--- src/rtl/tow_pkg.sv ---
// ---------------------------------------------------------------------------
// tow_pkg : constants shared by all input_conditioner instances
// Revision: 1.0
// ---------------------------------------------------------------------------
`default_nettype none

package tow_pkg;

   localparam int TOW_SYNC_STAGES     = 2;
   localparam int TOW_DEBOUNCE_CYCLES = 4;

endpackage

`default_nettype wire

--- src/rtl/input_conditioner_channel.sv ---
// ---------------------------------------------------------------------------
// input_conditioner_channel : one channel of the conditioner. It contains
// the sync chain, the debounce counter and the registered level/edge outputs.
// Revision: 1.0
// ---------------------------------------------------------------------------
`default_nettype none

module input_conditioner_channel
   import tow_pkg::*;
#(
   parameter int STAGES          = TOW_SYNC_STAGES,
   parameter int DEBOUNCE_CYCLES = TOW_DEBOUNCE_CYCLES
) (
   input  logic clk,
   input  logic reset,
   input  logic in,
   output logic level,
   output logic rise,
   output logic fall
);

   localparam int               CNT_W   = $clog2(DEBOUNCE_CYCLES + 1);
   localparam logic [CNT_W-1:0] CNT_MAX = CNT_W'(DEBOUNCE_CYCLES - 1);

   generate
      if (STAGES < 2) begin : g_bad_stages
         $error("input_conditioner_channel: STAGES must be >= 2");
      end
      if (DEBOUNCE_CYCLES < 1) begin : g_bad_debounce
         $error("input_conditioner_channel: DEBOUNCE_CYCLES must be >= 1");
      end
   endgenerate

   logic [STAGES-1:0] sync_q, sync_d;
   logic [CNT_W-1:0]  cnt_q, cnt_d;
   logic              level_q, level_d;
   logic              rise_q, rise_d;
   logic              fall_q, fall_d;
   logic              sync;
   logic              accept;

   always_comb begin
      sync_d  = {sync_q[STAGES-2:0], in};
      sync    = sync_q[STAGES-1];
      accept  = (sync != level_q) && (cnt_q == CNT_MAX);
      cnt_d   = cnt_q;
      level_d = level_q;
      // Any return to the current level before acceptance discards the count.
      if (sync == level_q) begin
         cnt_d = '0;
      end else if (accept) begin
         level_d = sync;
         cnt_d   = '0;
      end else begin
         cnt_d = cnt_q + CNT_W'(1);
      end
      rise_d = sync & ~level_q & accept;
      fall_d = ~sync & level_q & accept;
   end

   always_ff @(posedge clk or posedge reset) begin
      if (reset) begin
         sync_q  <= '0;
         cnt_q   <= '0;
         level_q <= 1'b0;
         rise_q  <= 1'b0;
         fall_q  <= 1'b0;
      end else begin
         sync_q  <= sync_d;
         cnt_q   <= cnt_d;
         level_q <= level_d;
         rise_q  <= rise_d;
         fall_q  <= fall_d;
      end
   end

   assign level = level_q;
   assign rise  = rise_q;
   assign fall  = fall_q;

endmodule

`default_nettype wire

--- src/rtl/input_conditioner.sv ---
// ---------------------------------------------------------------------------
// input_conditioner : multi-channel synchroniser, debouncer and edge detector
// Revision: 1.0
// ---------------------------------------------------------------------------
`default_nettype none

module input_conditioner
   import tow_pkg::*;
#(
   parameter int CHANNELS        = 2,
   parameter int STAGES          = TOW_SYNC_STAGES,
   parameter int DEBOUNCE_CYCLES = TOW_DEBOUNCE_CYCLES
) (
   input  logic                clk,
   input  logic                reset,
   input  logic [CHANNELS-1:0] in,
   output logic [CHANNELS-1:0] level,
   output logic [CHANNELS-1:0] rise,
   output logic [CHANNELS-1:0] fall
);

   generate
      if (CHANNELS < 1) begin : g_bad_channels
         $error("input_conditioner: CHANNELS must be >= 1");
      end

      for (genvar i = 0; i < CHANNELS; i++) begin : g_ch
         input_conditioner_channel #(
            .STAGES          (STAGES),
            .DEBOUNCE_CYCLES (DEBOUNCE_CYCLES)
         ) u_channel (
            .clk   (clk),
            .reset (reset),
            .in    (in[i]),
            .level (level[i]),
            .rise  (rise[i]),
            .fall  (fall[i])
         );
      end
   endgenerate

endmodule

`default_nettype wire

--- config.mk ---
export PLATFORM = sky130hd
export DESIGN_NAME = input_conditioner
export DESIGN_NICKNAME = d
export VERILOG_FILES = /design/src/rtl/tow_pkg.sv /design/src/rtl/input_conditioner_channel.sv /design/src/rtl/input_conditioner.sv
export SDC_FILE = /design/constraint.sdc
export NUM_CORES = 1
export LEC_CHECK = 0
export CAP_MARGIN = 15
export CORE_MARGIN = 1.5
export CORE_UTILIZATION = 35
export DETAILED_ROUTE_END_ITERATION = 7
export PLACE_DENSITY = 0.65
export SKIP_CTS_REPAIR_TIMING = 1
export SLEW_MARGIN = 20
export SYNTH_ARGS = -nofsm -noshare
export SYNTH_HDL_FRONTEND = slang
export SYNTH_HIERARCHICAL = 1
export SYNTH_SLANG_ARGS = --single-unit
--- constraint.sdc ---
create_clock -name clk -period 1.55 [get_ports clk]
set_input_delay 0.2325 -clock clk [delete_from_list [all_inputs] [get_ports clk]]
set_output_delay 0.2325 -clock clk [all_outputs]
set_load 0.02 [all_outputs]
**Word-level counts from Yosys, hierarchy flattened**

Index checks and enable logic that the tools add are counted.
Widths: inputs -> output; s select.

- Bits in registers: 16
- Output and inout bits: 6
- Word-level logic and storage cells: 40

- Add/sub/neg operators: 2
- Eq/ne operators: 6
- Muxes and demuxes: 4
- Bitwise gates (word level): 14
- Reduce and logical (&&, ||, !) cells: 4

Operators by type and width:

| cell | count |
|---|---|
| $mux 3 | 4 |
| $and 1x1->1 | 8 |
| $add 3x1->3 const B | 2 |
| $eq 3x2->1 const B | 2 |
| $not 1->1 | 6 |
| $reduce_and 2->1 | 2 |
| $eq 1x1->1 | 2 |
| $logic_and 1x1->1 | 2 |
| $ne 1x1->1 | 2 |

**Longest topological paths before layout**

Gate-level depths: netlist of run 1.

- Depth in word-level cells: 4
- Depth in mapped cells: 4
- Gate-level depth less buffers: 4

**Hierarchy**

The synthesis of run 1 kept the hierarchy.

By module, submodules not included:

| module | times used | cells each | area an instance (sq um) | seq. area each (sq um) |
|---|---|---|---|---|
| input_conditioner_channel | 2 | 22 | 310.3 | 200.2 |

**Least setup slack after synthesis of run 1**

Ideal clock, no wire load.

- Kind: flip-flop to flip-flop
- Start: register g_ch[0].u_channel.level_q
- End: register g_ch[0].u_channel.level_q
- Arrival time: 1.271 ns
- Required time: 1.471 ns
- Slack: 0.200 ns
- Stages on the path, launching flop included: 5
- Buffers on the path: 0
- Clock period less this slack: 1.350 ns
- Path through: dfrtp_1 -> inv_1 -> ha_1 -> nor3b_2 -> mux2i_1

- Cells in the longest elaborated chain, start to end: 3
- Elaborated cells between the ends (all ways): 5
- Those cells by class: eq/ne: 2; bitwise: 1; reduce/logical: 2

Ends and longest elaborated chain:

| what | line | RTL |
|---|---|---|
| start: declaration | input_conditioner_channel.sv:36 | `logic level_q, level_d;` |
| start signal: assignment | input_conditioner_channel.sv:71 | `level_q <= level_d;` |
| $ne 1x1->1 / $eq 1x1->1 (equally long branches) | input_conditioner_channel.sv:45, input_conditioner_channel.sv:49 |  |
| $logic_and 1x1->1 / $not 1->1 (equally long branches) | -- |  |
| $reduce_and 2->1 (no source line) * | -- |  |

Every way passes the cells marked *; elsewhere a longest branch is shown, timed or not.
A chain may end at the register's enable or synchronous reset.

**Worst setup path after layout of run 1**

- Start: register g_ch[0].u_channel.level_q
- End: output level[0]

RTL lines:

| what | line | RTL |
|---|---|---|
| end: declaration | input_conditioner.sv:17 | `output logic [CHANNELS-1:0] level,` |

No word-level cell between the ends.

==> flow_summary.toml, run 1 <==
[cts]
cts_buffer_depth = 2
cts_buffers = 3
clk_pin_slew_ps = 90
root_buffer = "clkbuf_4"
clk_latency_ps = 270
cts_tree = "built"
htree_num_levels = 1
clock-sinks = 16

[sta]
rsz0062_at_grt = "no"
fmax_mhz = 673
post-route-period-util = 0.959
finalWorstSetupSlack_ps = 63.6
finalHoldViolations = 0
setup_viol = 0
drv_slew = 0
fin_crit_ps = 1490
finClkSkew_ps = 0.274
slew-limit-headroom = 0.796
setup_tns_ps = 0
worst_pin_slew_ps = 305

[finish]
insertedDiodeCount = 0
fin_nets = 68
mostFrequentLayoutCells = "dfrtp_1 (16), clkdlybuf4s50_1 (8), inv_1 (6), ha_1 (6)"
drive_gt1_frac = 0.105
area_growth_pct = 24.2
layout_commonest_cell = "dfrtp_1"

[flow_run]
cap_violations = 0

[die]
die_w_um = 45.1
start_util = 0.367
core_um2 = 1690
ios = 10
die-height_um = 45.1
fp-row-count = 15
die-area_um2 = 2030

[synthesis]
syn_inst = 44
ys_ff_latch = 16
synth.distinct_cells = 9
synth-compound-area-share = 0
ys_seq_area_frac = 0.645
synth-xor-area-share = 0
synthTopCellsByArea = "dfrtp_1 (65%), ha_1 (12%), nor3b_1 (4.8%)"
synth_top_area_frac = 0.645
yosysWarnings = 6
synth_top_family_by_area = "simple AND/OR/NAND/NOR gates"
synth-adder-area-share = 0.121
synthSimpleGateAreaFrac = 0.165
netlist_area_um2 = 621
syn_nets = 54
synth.area.mux_share = 0.0323
synth_top_area_cell = "dfrtp_1"
syn_area_per_cell_um2 = 14.1

[detailed_routing]
via_per_inst = 4.65
routed_wl_um = 714
drcViolationCount = 0
first_pass_iters = 1
antenna_left = 0
initialDrtViolationCount = 0
via_count = 344
wl_per_cell_um = 9.65

[global_routing]
use_met3 = 0.0360
use_met2 = 0.134
top_usage_layer = "met2"
grt_use_total = 0.0962
first_global_vias = 314
met1_usage = 0.113
grt-ovfl-total = 0
grt_pass1_wl_um = 1300
grt_max_degree = 10
antenna_found_initial = 0

[place]
hpwl_um = 576
portBuffers = 9
post-place-ws_ps = 228
gp_congestion = 0.640

[critical_path]
critPathKind = "register to output port"
r2r_slack_ps = 240
slowest_delay_ps = 610
crit_chain = "clkdlybuf4s50_1"
reg2regPathDepth = 4
path_depth = 1
path_delay_family = "buffers and inverters"
r2r_end = "g_ch[1].u_channel/level"
reg2reg_from = "g_ch[1].u_channel/level"
crit_fanout = 3
crit_start = "g_ch[0].u_channel/level"
slowest_stage = "clkdlybuf4s50_1"
worst_ep_required_time_ps = 1320
timing.critical_path.buf_inv = 1
crit_end = "level[0]"
end_kind = "output port"
critPathLaunchType = "register"
critical_path_arrival_ps = 1250

[power_and_ir_drop]
p_per_area_nw_per_um2 = 1410
vdd_drop_max_mv = 0.507
cellLeakagePower_nw = 0.391

[status]
status = "finished, final reports clean"

[worst_hold_path]
hp-class = "primary input to asynchronous set/reset pin"
-- registers in the layout, summed over array words and instances, names as in the netlist --
register               flops
g_ch.u_channel/cnt_q       6
g_ch.u_channel/sync_q      4
g_ch.u_channel/fall        2
g_ch.u_channel/level       2
g_ch.u_channel/rise        2
-- metal layers --
| layer | vias to the layer above | part of all wire |
|---|---|---|
| met3 | 2 | 0.045 |
| met4 | 0 | 0.027 |
| met2 | 9 | 0.45 |
| met5 | - | 0 |
| met1 | 166 | 0.48 |
| li1 | 167 | - |
-- Yosys cell counts --
master	n
and2_1	4
dfrtp_1	16
ha_1	6
inv_1	6
mux2i_1	2
nor2b_1	2
nor3_1	2
nor3b_1	4
nor3b_2	2
-- final cells by class --
cell class	instances	area, um2
clock buffer	4	36.3
fill	153	918
inverter	6	22.5
multi-input combinational	22	198
sequential	16	400
tap	17	21.3
timing repair buffer	9	92.6
-- stage by stage --
stage	util	power (W)	hold WS (ps)	std cells	cell area, um2
final	0.456	0.00108	221	74	771
after global routing	0.456	0.00118	224	74	771
after CTS	0.455	0.00111	223	74	768
after detailed placement	0.433	0.000844	336	70	732
after global placement	0.433	0.000830	336	70	732
after floorplan	-	0.000735	48.2	44	621
-- cell families after synthesis --
| group | after synthesis |
|---|---|
| DFF | 16 |
| and+or+nand+nor | 14 |
| buffers and inverters | 6 |
| adders and majority gates | 6 |
| muxes | 2 |
-- worst min-delay path by stage --
stage                                            from                     endpoint  slack (ps)  cells after the start
after detailed placement  g_ch[0].u_channel/sync_q[0]  g_ch[0].u_channel/sync_q[1]         340                      0
final                                           reset   g_ch[0].u_channel/cnt_q[0]         220                      2
after global placement    g_ch[1].u_channel/sync_q[0]  g_ch[1].u_channel/sync_q[1]         340                      0
after floorplan                                 reset   g_ch[0].u_channel/cnt_q[0]          50                      1
after global routing                            reset   g_ch[0].u_channel/cnt_q[1]         220                      2
after CTS                                       reset       g_ch[1].u_channel/rise         220                      2
-- power breakdown --
group | switching, W | internal [W]
logic | 0.000147 | 0.000141
clock network | 0.000119 | 0.000143
registers | 0.0000416 | 0.000493
Power figures use the tool's default switching activity.
==> inputs of run 2 (changes only) <==
CORE_UTILIZATION = 30   (was 35)
PLACE_DENSITY = 0.59   (was 0.65)
==> flow_summary.toml, run 2 (synthesis gave the netlist of run 1 again) <==
[place]
post-place-ws_ps = 234
portBuffers = 9
hpwl_um = 623
dpl.cell_count = 80
gp_congestion = 0.713

[global_routing]
grt_use_total = 0.0844
grt_max_degree = 9
first_global_vias = 363
antenna_found_initial = 0
grt-ovfl-total = 0
grt_pass1_wl_um = 1500

[status]
status = "finished, final reports clean"

[detailed_routing]
drcViolationCount = 0
initialDrtViolationCount = 0
antenna_left = 0
via_per_inst = 4.16
wl_per_cell_um = 9.78
routed_wl_um = 812
via_count = 345
first_pass_iters = 1

[die]
die-area_um2 = 2350
die-height_um = 48.5
core_um2 = 1960
start_util = 0.316
fp-row-count = 16
ios = 10
die_w_um = 48.5

[critical_path]
crit_chain = "clkdlybuf4s50_1"
critPathLaunchType = "register"
crit_end = "level[1]"
reg2reg_from = "g_ch[0].u_channel/level"
r2r_end = "g_ch[0].u_channel/level"
worst_ep_required_time_ps = 1320
timing.critical_path.buf_inv = 1
critical_path_arrival_ps = 1250
crit_start = "g_ch[1].u_channel/level"
end_kind = "output port"
r2r_slack_ps = 230
path_delay_family = "buffers and inverters"
critPathKind = "register to output port"
reg2regPathDepth = 4
crit_fanout = 3
path_depth = 1
slowest_delay_ps = 610
slowest_stage = "clkdlybuf4s50_1"

[sta]
fin_crit_ps = 1490
rsz0062_at_grt = "no"
whs_ps = 228
setup_tns_ps = 0
drv_slew = 0
slew-limit-headroom = 0.792
finClkSkew_ps = 0.212
setup_viol = 0
fmax_mhz = 673
post-route-period-util = 0.959
finalHoldViolations = 0
finalWorstSetupSlack_ps = 63.2
worst_pin_slew_ps = 312

[finish]
drive_gt1_frac = 0.0893
layout_commonest_cell = "dfrtp_1"
largest_reg_flops = 6
reg.largest.list = "g_ch.u_channel/cnt_q x6, g_ch.u_channel/sync_q x4"
area_growth_pct = 24.0
insertedDiodeCount = 0
mostFrequentLayoutCells = "dfrtp_1 (16), clkdlybuf4s50_1 (8), inv_1 (6), ha_1 (6)"
fin_nets = 68
top_register = "g_ch.u_channel/cnt_q"
final_cells = 83
fillers = 207

[power_and_ir_drop]
cellLeakagePower_nw = 0.384
vdd_drop_max_mv = 0.442
finalPower_w = 0.00103
p_per_area_nw_per_um2 = 1340

[cts]
clock-sinks = 16
clk_latency_ps = 270
cts_buffer_depth = 2
cts_buffers = 3
root_buffer = "clkbuf_4"
clk_pin_slew_ps = 90
htree_num_levels = 1
cts_tree = "built"

[worst_hold_path]
hp-class = "primary input to asynchronous set/reset pin"

[flow_run]
cap_violations = 0
## run 2: changes by cell type in the layout (fill, tap and decap cells not counted), sizes merged
cell | previous run | this run
clkbuf | 4 | 3
## run 2: how the worst min path moves through the flow
stage	end	slack, ps	cells after the start
after floorplan	g_ch[0].u_channel/cnt_q[0]	50	1
after global placement	g_ch[0].u_channel/sync_q[1]	330	0
after detailed placement	g_ch[0].u_channel/sync_q[1]	340	0
after CTS	g_ch[0].u_channel/fall	230	2
after global routing	g_ch[1].u_channel/level	260	2
final	g_ch[0].u_channel/fall	230	2
## run 2: cell type report
type,instances,area [um2],share of cell area
Sequential cell,16,400,0.520
Multi-Input combinational cell,22,198,0.257
Timing Repair Buffer,9,92.6,0.120
Tap cell,27,33.8,0.0439
Clock buffer,3,22.5,0.0293
Inverter,6,22.5,0.0293
## run 2: report_power, final
group	internal, W	switching, W	leakage, nW
Combinational	0.000143	0.000151	0.163
Clock	0.0000899	0.000116	0.0138
Sequential	0.000492	0.0000385	0.207
Total	0.000725	0.000306	0.384
## run 2: per-layer routing
metal  wire length (um)  GRT usage  vias to the layer above
met3                 37     0.0154                        2
met5                  0          0                        -
li1                   -          -                      165
met2                371      0.132                       10
met1                389      0.101                      168
met4                 13     0.0714                        0
## run 2: through the flow
stage               cell area [um2]   util
finish                          769  0.392
global route                    769  0.392
CTS                             767  0.391
detailed placement              744  0.379
global placement                744  0.379
floorplan                       621      -
